<file path="src/rtl/nn_param_pkg.sv">
// Shared definitions for the neuron parameter bank and its readback path.
// The byte-offset constants fix the order of the six bytes of one neuron so
// that the loader and the readback serializer agree on the frame layout.
package nn_param_pkg;

    localparam int NUM_NEURONS       = 4;
    localparam int PARAMS_PER_NEURON = 6;
    localparam int PARAM_W           = 8;
    localparam int NBYTES            = NUM_NEURONS * PARAMS_PER_NEURON;

    // Position of each parameter inside one neuron's group of bytes
    localparam int OFF_W0 = 0;
    localparam int OFF_W1 = 1;
    localparam int OFF_W2 = 2;
    localparam int OFF_W3 = 3;
    localparam int OFF_B  = 4;
    localparam int OFF_TH = 5;

    typedef enum logic [1:0] {
        IDLE = 2'd0,
        SEND = 2'd1,
        CSUM = 2'd2
    } state_t;

    // Flat byte index of a given parameter of a given neuron
    function automatic int param_byte_index(input int neuron, input int offset);
        return neuron * PARAMS_PER_NEURON + offset;
    endfunction

endpackage

</file>
<file path="src/rtl/param_readback_serializer_if.sv">
// Valid/ready byte stream carrying the readback frame towards the host link.
interface param_readback_serializer_if #(
    parameter int DATA_W = 8
);
    logic [DATA_W-1:0] out_data;
    logic              out_valid;
    logic              out_ready;
    logic              out_last;

    // Producer side: the serializer
    modport master (
        output out_data,
        output out_valid,
        output out_last,
        input  out_ready
    );

    // Consumer side: the debug/host link
    modport slave (
        input  out_data,
        input  out_valid,
        input  out_last,
        output out_ready
    );
endinterface

</file>
<file path="src/rtl/param_readback_serializer.sv">
// Readback transmitter for the neuron parameter bank. A start pulse freezes
// the whole bank into a snapshot, which is then streamed byte by byte over a
// valid/ready interface, optionally followed by an XOR checksum byte.
// All stream outputs come straight from registers.
module param_readback_serializer #(
    parameter int NUM_NEURONS       = nn_param_pkg::NUM_NEURONS,
    parameter int PARAMS_PER_NEURON = nn_param_pkg::PARAMS_PER_NEURON,
    parameter int DATA_W            = nn_param_pkg::PARAM_W,
    parameter bit CHECKSUM_EN       = 1'b1
) (
    input  logic                                          clk,
    input  logic                                          reset,
    input  logic                                          start,
    input  logic                                          abort,
    input  logic [NUM_NEURONS*PARAMS_PER_NEURON*DATA_W-1:0] params_in,
    param_readback_serializer_if.master                   out_if,
    output logic                                          busy,
    output logic                                          done
);
    import nn_param_pkg::*;

    localparam int FRAME_BYTES = NUM_NEURONS * PARAMS_PER_NEURON;
    localparam int IDX_W       = $clog2(FRAME_BYTES);
    localparam logic [IDX_W-1:0] LAST_IDX = IDX_W'(FRAME_BYTES - 1);

    // Running checksum step: the trailer is the XOR of every frame byte
    function automatic logic [DATA_W-1:0] xor_acc(
        input logic [DATA_W-1:0] acc,
        input logic [DATA_W-1:0] data
    );
        return acc ^ data;
    endfunction

    state_t                               state_q, state_d;
    logic [FRAME_BYTES-1:0][DATA_W-1:0]   snap_q, snap_d;
    logic [IDX_W-1:0]                     index_q, index_d;
    logic [DATA_W-1:0]                    csum_q, csum_d;
    logic [DATA_W-1:0]                    data_q, data_d;
    logic                                 valid_q, valid_d;
    logic                                 last_q, last_d;
    logic                                 busy_q, busy_d;
    logic                                 done_q, done_d;

    logic                                 hs_s;
    logic [IDX_W-1:0]                     index_inc_s;
    logic [DATA_W-1:0]                    csum_next_s;

    assign hs_s        = valid_q & out_if.out_ready;
    assign index_inc_s = index_q + IDX_W'(1);
    assign csum_next_s = xor_acc(csum_q, data_q);

    // Next-state and next-output logic; everything holds unless changed below
    always_comb begin
        state_d = state_q;
        snap_d  = snap_q;
        index_d = index_q;
        csum_d  = csum_q;
        data_d  = data_q;
        valid_d = valid_q;
        last_d  = last_q;
        busy_d  = busy_q;
        done_d  = 1'b0;

        case (state_q)
            IDLE: begin
                // abort beats a coincident start, even though idle
                if (start && !abort) begin
                    snap_d  = params_in;
                    index_d = '0;
                    csum_d  = '0;
                    data_d  = params_in[DATA_W-1:0];
                    valid_d = 1'b1;
                    last_d  = 1'b0;
                    busy_d  = 1'b1;
                    state_d = SEND;
                end else begin
                    state_d = IDLE;
                end
            end

            SEND: begin
                if (abort) begin
                    state_d = IDLE;
                    data_d  = '0;
                    valid_d = 1'b0;
                    last_d  = 1'b0;
                    busy_d  = 1'b0;
                end else if (hs_s) begin
                    csum_d = csum_next_s;
                    if (index_q != LAST_IDX) begin
                        index_d = index_inc_s;
                        data_d  = snap_q[index_inc_s];
                        last_d  = (index_inc_s == LAST_IDX) && !CHECKSUM_EN;
                    end else if (CHECKSUM_EN) begin
                        // the accumulated value already includes this last byte
                        state_d = CSUM;
                        data_d  = csum_next_s;
                        last_d  = 1'b1;
                    end else begin
                        state_d = IDLE;
                        data_d  = '0;
                        valid_d = 1'b0;
                        last_d  = 1'b0;
                        busy_d  = 1'b0;
                        done_d  = 1'b1;
                    end
                end else begin
                    // stalled by the sink: present the same byte again
                    state_d = SEND;
                end
            end

            CSUM: begin
                if (abort) begin
                    state_d = IDLE;
                    data_d  = '0;
                    valid_d = 1'b0;
                    last_d  = 1'b0;
                    busy_d  = 1'b0;
                end else if (hs_s) begin
                    state_d = IDLE;
                    data_d  = '0;
                    valid_d = 1'b0;
                    last_d  = 1'b0;
                    busy_d  = 1'b0;
                    done_d  = 1'b1;
                end else begin
                    state_d = CSUM;
                end
            end

            default: begin
                state_d = IDLE;
                data_d  = '0;
                valid_d = 1'b0;
                last_d  = 1'b0;
                busy_d  = 1'b0;
            end
        endcase
    end

    // State, snapshot and output registers with asynchronous clear
    always_ff @(posedge clk or negedge reset) begin
        if (!reset) begin
            state_q <= IDLE;
            snap_q  <= '0;
            index_q <= '0;
            csum_q  <= '0;
            data_q  <= '0;
            valid_q <= 1'b0;
            last_q  <= 1'b0;
            busy_q  <= 1'b0;
            done_q  <= 1'b0;
        end else begin
            state_q <= state_d;
            snap_q  <= snap_d;
            index_q <= index_d;
            csum_q  <= csum_d;
            data_q  <= data_d;
            valid_q <= valid_d;
            last_q  <= last_d;
            busy_q  <= busy_d;
            done_q  <= done_d;
        end
    end

    assign out_if.out_data  = data_q;
    assign out_if.out_valid = valid_q;
    assign out_if.out_last  = last_q;
    assign busy             = busy_q;
    assign done             = done_q;

endmodule

</file>
<file path="src/flat_wrapper.sv">
// flat-port wrapper written by rule: the top's interface ports become plain ports
module param_readback_serializer_flat import nn_param_pkg::*;
#(
    parameter int NUM_NEURONS       = nn_param_pkg::NUM_NEURONS,
    parameter int PARAMS_PER_NEURON = nn_param_pkg::PARAMS_PER_NEURON,
    parameter int DATA_W            = nn_param_pkg::PARAM_W,
    parameter bit CHECKSUM_EN       = 1'b1
)
  (clk, reset, start, abort, params_in, busy, done, out_if_out_data, out_if_out_valid, out_if_out_last, out_if_out_ready);
  param_readback_serializer_if #(.DATA_W(DATA_W)) out_if_i ();
  input  logic clk;
  input  logic reset;
  input  logic start;
  input  logic abort;
  input  logic [NUM_NEURONS*PARAMS_PER_NEURON*DATA_W-1:0] params_in;
  output logic busy;
  output logic done;
  output wire logic [$bits(out_if_i.out_data)-1:0] out_if_out_data;
  output wire logic [$bits(out_if_i.out_valid)-1:0] out_if_out_valid;
  output wire logic [$bits(out_if_i.out_last)-1:0] out_if_out_last;
  input wire logic [$bits(out_if_i.out_ready)-1:0] out_if_out_ready;
  assign out_if_out_data = out_if_i.out_data;
  assign out_if_out_valid = out_if_i.out_valid;
  assign out_if_out_last = out_if_i.out_last;
  assign out_if_i.out_ready = out_if_out_ready;
  param_readback_serializer #(.NUM_NEURONS(NUM_NEURONS), .PARAMS_PER_NEURON(PARAMS_PER_NEURON), .DATA_W(DATA_W), .CHECKSUM_EN(CHECKSUM_EN)) u_core (.clk(clk), .reset(reset), .start(start), .abort(abort), .params_in(params_in), .out_if(out_if_i), .busy(busy), .done(done));
endmodule
</file>
<file path="config.mk">
export PLATFORM = sky130hd
export DESIGN_NAME = param_readback_serializer_flat
export DESIGN_NICKNAME = d
export VERILOG_FILES = /design/src/rtl/nn_param_pkg.sv /design/src/rtl/param_readback_serializer_if.sv /design/src/rtl/param_readback_serializer.sv /design/src/flat_wrapper.sv
export SDC_FILE = /design/constraint.sdc
export NUM_CORES = 1
export LEC_CHECK = 0
export CAP_MARGIN = 20
export CORE_MARGIN = 3
export CORE_UTILIZATION = 46
export CTS_CLUSTER_SIZE = 30
export DETAILED_ROUTE_END_ITERATION = 6
export PLACE_DENSITY = 0.75
export SLEW_MARGIN = 10
export SYNTH_ARGS = -nofsm -noshare
export SYNTH_HDL_FRONTEND = slang
export SYNTH_SLANG_ARGS = --single-unit
</file>
<file path="constraint.sdc">
create_clock -name clk -period 1.8 [get_ports clk]
set_input_delay 0.18 -clock clk [delete_from_list [all_inputs] [get_ports clk]]
set_output_delay 0.18 -clock clk [all_outputs]
set_load 0.03 [all_outputs]
</file>
==> out/metrics.cfg <==
[timing]
rsz0062_at_grt = true
fin_skew_ps = 15.3
setup_viol = 13
relSlewSlack_pct = 61.3
report.final.slew_viol_count = 0
hold_viol_final = 0
fmax_ghz = 0.498
timing.hold.ws_ps = 181
finalCritPeriodShare_pct = 112
min_period_ps = 2010
worstMarginPinSlew_ps = 580
setup_ws_ps = -209

[critical_path]
path_cells = ha_4 > buf_12 > mux4_2 > mux2i_2 > o21a_1 > a31oi_1
cp-start-kind = register
worstPathMaxFanout = 7
crit_family = multiplexers
required_ps = 2200
worstPathArrival_ps = 2410
r2r-start = u_core.index_q[1]
end_kind = register
cp_slowest_cell = mux4_2
crit_buf_inv = 1
worstSetupStartpoint = u_core.index_q[1]
cp_slowest_stage_delay_ps = 540
critical_path_class = register to register

[floorplan]
core_um2 = 22100
ioPinCount = 209
start_util_pct = 47.5
dieArea_um2 = 24700
die_h_um = 157
num_rows = 54
die_w_um = 157

[drt]
drc = 5
wirelength_um = 30600
vias_per_cell = 5.42
vias = 9092
postRouteAntennaNets = 0
firstDrtPassIters = 7
avgRoutedWirePerCell_um = 18.2
drtIter0Drc = 905

[pwr]
p_comb_share_pct = 33.2
power_frac_clock_pct = 28.7
swShare_pct = 32.0
internal_power_mw = 11.4
p_leak_nw = 6.78
p_per_area_nw_per_um2 = 1190
vdd_drop_max_mv = 0.597
p_seq_share_pct = 38.2
switching_power_mw = 5.40

[final_layout]
finalNetCount = 1582
utilization_pct = 64.1
layout-drive-gt1-share_pct = 11.5
final_common_cell = nand2_1
final_cell_mix = 583 x nand2_1, 216 x dfrtp_1, 197 x clkdlybuf4s50_1
antenna_cells = 0
area_growth_pct = 35.0

[grt]
grt_pass1_vias = 8948
grt_max_degree = 77
grt_antenna_before_repair = 0
gr-usage-all-layers_pct = 24.3
grt_pass1_wl_um = 47500
grt_overflow = 0

[placement]
gp_congestion = 0.911
dp_hpwl_um = 21600
io_buffers = 208

[logic_synthesis]
synth_area_um2 = 10500
synth_warnings = 0
synth_nets = 1356
synthCells = 1158
yosysUniqueCellTypes = 45
synth-seq-cells = 218
syn_area_per_cell_um2 = 9.06
ys.flop_type = dfrtp_1
async_reset_ff_share_pct = 100
synth_enable_flop_cells = 0
ys_seq_area_share_pct = 52.0

[cts]
insertion_delay_ps = 520
cts.path.max_buffers = 3
cts_tree = done
clock_sinks = 218
htreeDepth = 1
clk_pin_slew_ps = 60
tritoncts.num_buffers = 24
cts-root-buf = clkbuf_16

[run_status]
violations = design-rule violations, negative setup slack
status = finished with violations

[hold_path]
worstHoldPathType = input pin to register
min_from = params_in[117]

[run]
maxCapViolCount = 0

-- registers in the layout, indices dropped and copies added, names as in the netlist --
| register | flops |
|---|---|
| u_core.snap_q | 192 |
| u_core.out_if.out_valid | 1 |
| u_core.done | 1 |
| u_core.out_if.out_last | 1 |
| u_core.csum_q | 8 |
| u_core.out_if.out_data | 8 |
| u_core.index_q | 5 |
| u_core.state_q | 2 |
-- final timing paths --
check / depth (start not counted) / end / slack, ps
setup / recovery: 6 / u_core.out_if.out_data[1] / -210
hold / removal: 3 / u_core.snap_q[117] / 180
setup reg to reg: 6 / u_core.out_if.out_data[1] / -210
hold reg to reg: 2 / u_core.snap_q[170] / 470
max in group asynchronous: 3 / u_core.snap_q[0] / 870
min in group asynchronous: 2 / u_core.snap_q[91] / 230
-- area by class of cell --
type                            count  area [µm²]
Fill cell                        1806        7930
Sequential cell                   218        5460
Multi-Input combinational cell    853        4700
Timing Repair Buffer              276        2840
Clock buffer                       35         712
Tap cell                          280         350
Clock inverter                      5        65.1
Inverter                           11        41.3
-- kinds of logic (layout without fill, tap and decap cells) --
family	Yosys count	in the layout	synth area share [%]
mux	88	88	10.3
compound gates	122	122	8.29
fa+ha+maj	1	1	0.119
buf+inv	87	327	4.72
simple gates	638	638	24.0
xor+xnor	4	4	0.513
flops	218	218	52.0
-- tightest hold or removal path: stages --
cell	delay, ps
clkdlybuf4s50_1	390
nand2_1	50
nand2_1	40
-- power groups by stage --
stage               registers (mW)  clock network (mW)  logic, mW
floorplan                     6.36                   0       3.26
global placement              6.42                   0       5.06
detailed placement            6.46                   0       5.16
CTS                           6.40                4.89       5.38
global route                  6.53                5.12       6.02
finish                        6.42                4.83       5.59
-- per-stage QoR --
step	TNS (ps)	std cells	total power [mW]	worst slack, ps	cell area, µm²
after floorplan	-912	1158	9.62	-120	10500
after global placement	-13090	1629	11.5	-211	13100
after detailed placement	-15650	1629	11.6	-266	13100
after CTS	-1530	1673	16.7	-208	14000
after global routing	-3700	1678	17.7	-275	14200
final	-1400	1678	16.8	-209	14200
-- per-layer routing --
metal,up-vias,routed length [µm],track usage [%]
li1,4264,-,-
met5,-,0,0
met3,77,2420,4.04
met2,424,14300,38.5
met4,0,1160,7.31
met1,4327,12700,34.8
-- synthesized netlist by cell type (all sizes together), types with 2 or more instances --
| cell | n | area (µm²) |
|---|---|---|
| nand2 | 584 | 2190 |
| xor2 | 3 | 45.1 |
| dfrtp | 218 | 5460 |
| a221oi | 8 | 70.1 |
| o21a | 8 | 60.1 |
| a21oi | 5 | 25.0 |
| nor3 | 3 | 20.0 |
| nor2 | 13 | 51.3 |
| nand3b | 9 | 67.6 |
| mux4 | 16 | 364 |
| nand2b | 6 | 45.0 |
| o21ai | 36 | 195 |
| buf | 66 | 415 |
| a31oi | 9 | 56.3 |
| a22o | 11 | 96.3 |
| nand3 | 12 | 60.1 |
| a22oi | 33 | 248 |
| mux2i | 72 | 721 |
| nor2b | 2 | 12.5 |
| a222oi | 8 | 80.1 |
| or3 | 2 | 12.5 |
| inv | 11 | 41.3 |
| clkbuf | 10 | 38.8 |
| o31ai | 2 | 15.0 |
| and2 | 3 | 21.3 |
-- what timing repair did --
action,4_1_cts,5_1_grt
hold buffers,1,0
gates resized for setup,21,40
setup endpoints to repair,21,36
gates cloned,1,0
pin swaps,1,9
endpoints found under the hold margin,64,0
setup buffers,2,6
Power figures use the tool's default switching activity.
==> edit: new RTL, config.mk and constraints unchanged <==
`CHECKSUM_EN` is set to 1'b1 in 2 places; all go to 1'b0.
--- a/src/rtl/param_readback_serializer.sv
+++ b/src/rtl/param_readback_serializer.sv
@@ -8,3 +8,3 @@
     parameter int DATA_W            = nn_param_pkg::PARAM_W,
-    parameter bit CHECKSUM_EN       = 1'b1
+    parameter bit CHECKSUM_EN       = 1'b0
 ) (
--- a/src/flat_wrapper.sv
+++ b/src/flat_wrapper.sv
@@ -6,3 +6,3 @@
     parameter int DATA_W            = nn_param_pkg::PARAM_W,
-    parameter bit CHECKSUM_EN       = 1'b1
+    parameter bit CHECKSUM_EN       = 1'b0
 )
Formal check against the unedited RTL: no difference found for any inputs over 4 cycles, from zero or initial values and one cycle with reset low; that may be too few to reach the edited logic, so the function may still have changed.
==> edit against the original RTL <==
The flow finishes with violations (setup timing). Critical endpoint is now u_core.out_if.out_data[5]. Design area is 1.2% lower. Synthesized area decreased by 4.7%. Power is 1.3% lower. Sequential share of layout area is 0.98 points lower. Sequential cell count decreased by 8. Critical path type unchanged. Synthesized cell count grew 0.69%. Setup slack worse by 110 ps. Hold slack better by 10 ps. Routed wire length up 4.2%.
==> edit: results (changes against the original RTL) <==
gpl congestion 1.004 (+10%); vias in the first global route 9183 (+2.6%); R2R cell count 8 (+2); clock-pin slew on the worst setup and hold paths 60 ps (about the same); failing checks setup timing; Placement Setup Slack -358.1 ps (-92.46 ps); r2r startpoint u_core.index_q[0]; max FFs per register 192 (unchanged); global-route wire length before repair 49.98 mm (+5.2%); Final WS setup -317.7 ps (-108.8 ps); Root Driver clkbuf_16; register area share after synthesis 52.59% (+0.58 points); RR Endpoint u_core.out_if.out_data[5]; post-DR vias/cell 5.425 (+0.12%); status complete, but fails checks; clock buffer depth 3 (unchanged); Skew-Pair Late Insertion Delay 510 ps; setup tns final -2296 ps (-895.7 ps); XOR/XNOR Fraction of Synth Area 0.3631% (-0.15 points); post-synth top area share 52.59% (+0.58 points); hpwl dp 22.47 mm (+3.9%); IO Port Bufs 208 (unchanged); Post-Route WL 31.91 mm (+4.2%); Switching Power 5592 uW (+3.6%); adder-cell share of the synthesized area 0.7512% (+0.63 points); Worst-Margin Slew 471.7 ps (-108.3 ps); Worst Hold Class input pin to asynchronous set/reset pin; Post-Syn Nets 1369 (+0.96%); initial antenna violation count 0 (unchanged); # setup viols final 8 (-5); Main synth FF type dfrtp_1; largest net degree at the start of global routing 57 (-26%); dominant cells by area after synthesis dfrtp_1 (53%), nand2_1 (25%), mux2i_1 (3.4%); share of cells above drive strength 1 12.76% (+1.2 points); mux share of post-synthesis cell area 7.462% (-2.9 points); Pleak 0.006703 uW (-1.2%); cts bufs inserted 22 (-8.3%); Crit path arrival time 2490 ps (+80 ps); Crit Path Max Fanout 10 (+3); 1st-iter DRT viols 774 (-14%); Pre-antenna DRT Iters 7 (unchanged); Compound-Gate Fraction of Synth Area 5.484% (-2.8 points); fill count 1644 (-9.0%); Clock Skew 9.387 ps (-5.894 ps); ant diodes 0 (unchanged); Most flops, register u_core.snap_q; ys async rst share 100.0% (unchanged); Post-synth top cells nand2_1 (668), dfrtp_1 (210), clkbuf_1 (58); number of library cell types mapped by synthesis 49 (+8.9%); overall global routing resource usage 26.45% (+2.1 points); VDD IR max 0.0007449 V (+25%); Nets 1617 (+2.2%)
==> edit: area by class of cell <==
class,count,area share (%)
Sequential cell,210,37.55
Multi-Input combinational cell,878,32.85
Timing Repair Buffer,296,21.87
Clock buffer,32,4.784
Tap cell,275,2.459
Clock inverter,4,0.3219
Inverter,6,0.1609
==> edit: power groups by stage <==
stage / clock network, uW / registers (uW) / logic (uW)
detailed placement: 0 / 6660 / 4950
global route: 4740 / 6730 / 5900
CTS: 4570 / 6610 / 5200
finish: 4540 / 6660 / 5420
global placement: 0 / 6670 / 4830
floorplan: 0 / 6450 / 2750
==> edit: layer usage <==
layer / global-route usage (%) / share of wire (%) / vias to the layer above
met4: 9.041 / 3.6 / 0
met1: 37.28 / 41 / 4378
met2: 41.17 / 47 / 500
met5: 0 / 0 / -
li1: - / - / 4272
met3: 5.521 / 8.6 / 78
==> edit: worst max path at each step <==
stage,startpoint,endpoint,slack (ps),cells after the start
after floorplan,u_core.index_q[1],u_core.out_if.out_data[0],-350,7
after global placement,u_core.index_q[0],u_core.out_if.out_data[6],-330,9
after detailed placement,u_core.index_q[0],u_core.out_if.out_data[6],-360,9
after CTS,u_core.index_q[1],u_core.out_if.out_data[5],-310,8
after global routing,u_core.index_q[0],u_core.out_if.out_data[3],-390,8
final,u_core.index_q[0],u_core.out_if.out_data[5],-320,8
==> edit: critical path, stage by stage (launching register included) <==
cell	delay [ps]
dfrtp_1	410
ha_4	200
xor2_4	300
buf_12	170
bufbuf_16	270
mux2i_1	200
a22oi_1	130
a41oi_2	210
o211ai_1	100
==> edit: repair_timing <==
action	4_1_cts	5_1_grt
endpoints found under the hold margin	76	0
pin swaps	4	7
gates resized for setup	25	40
endpoints found under the setup margin	160	91
cloned	5	0
buffers inserted	7	5
hold buffers	1	0
==> edit: per-stage QoR <==
stage	hold WS [ps]	instances	instance area (um2)
2_1_floorplan	-115.6	1166	10030
3_3_place_gp	146.6	1651	12840
3_5_place_dp	145.8	1651	12840
4_1_cts	190.8	1700	13850
5_1_grt	202.3	1701	13990
6_report	191.5	1701	13990
==> edit: cells by family (layout without fill, tap and decap cells) <==
family / count (synthesis) / after routing
simple gates: 749 / 750
flops: 210 / 210
buf+inv: 79 / 338
compound gates: 68 / 68
mux: 52 / 52
fa+ha+maj: 6 / 6
xor+xnor: 2 / 2
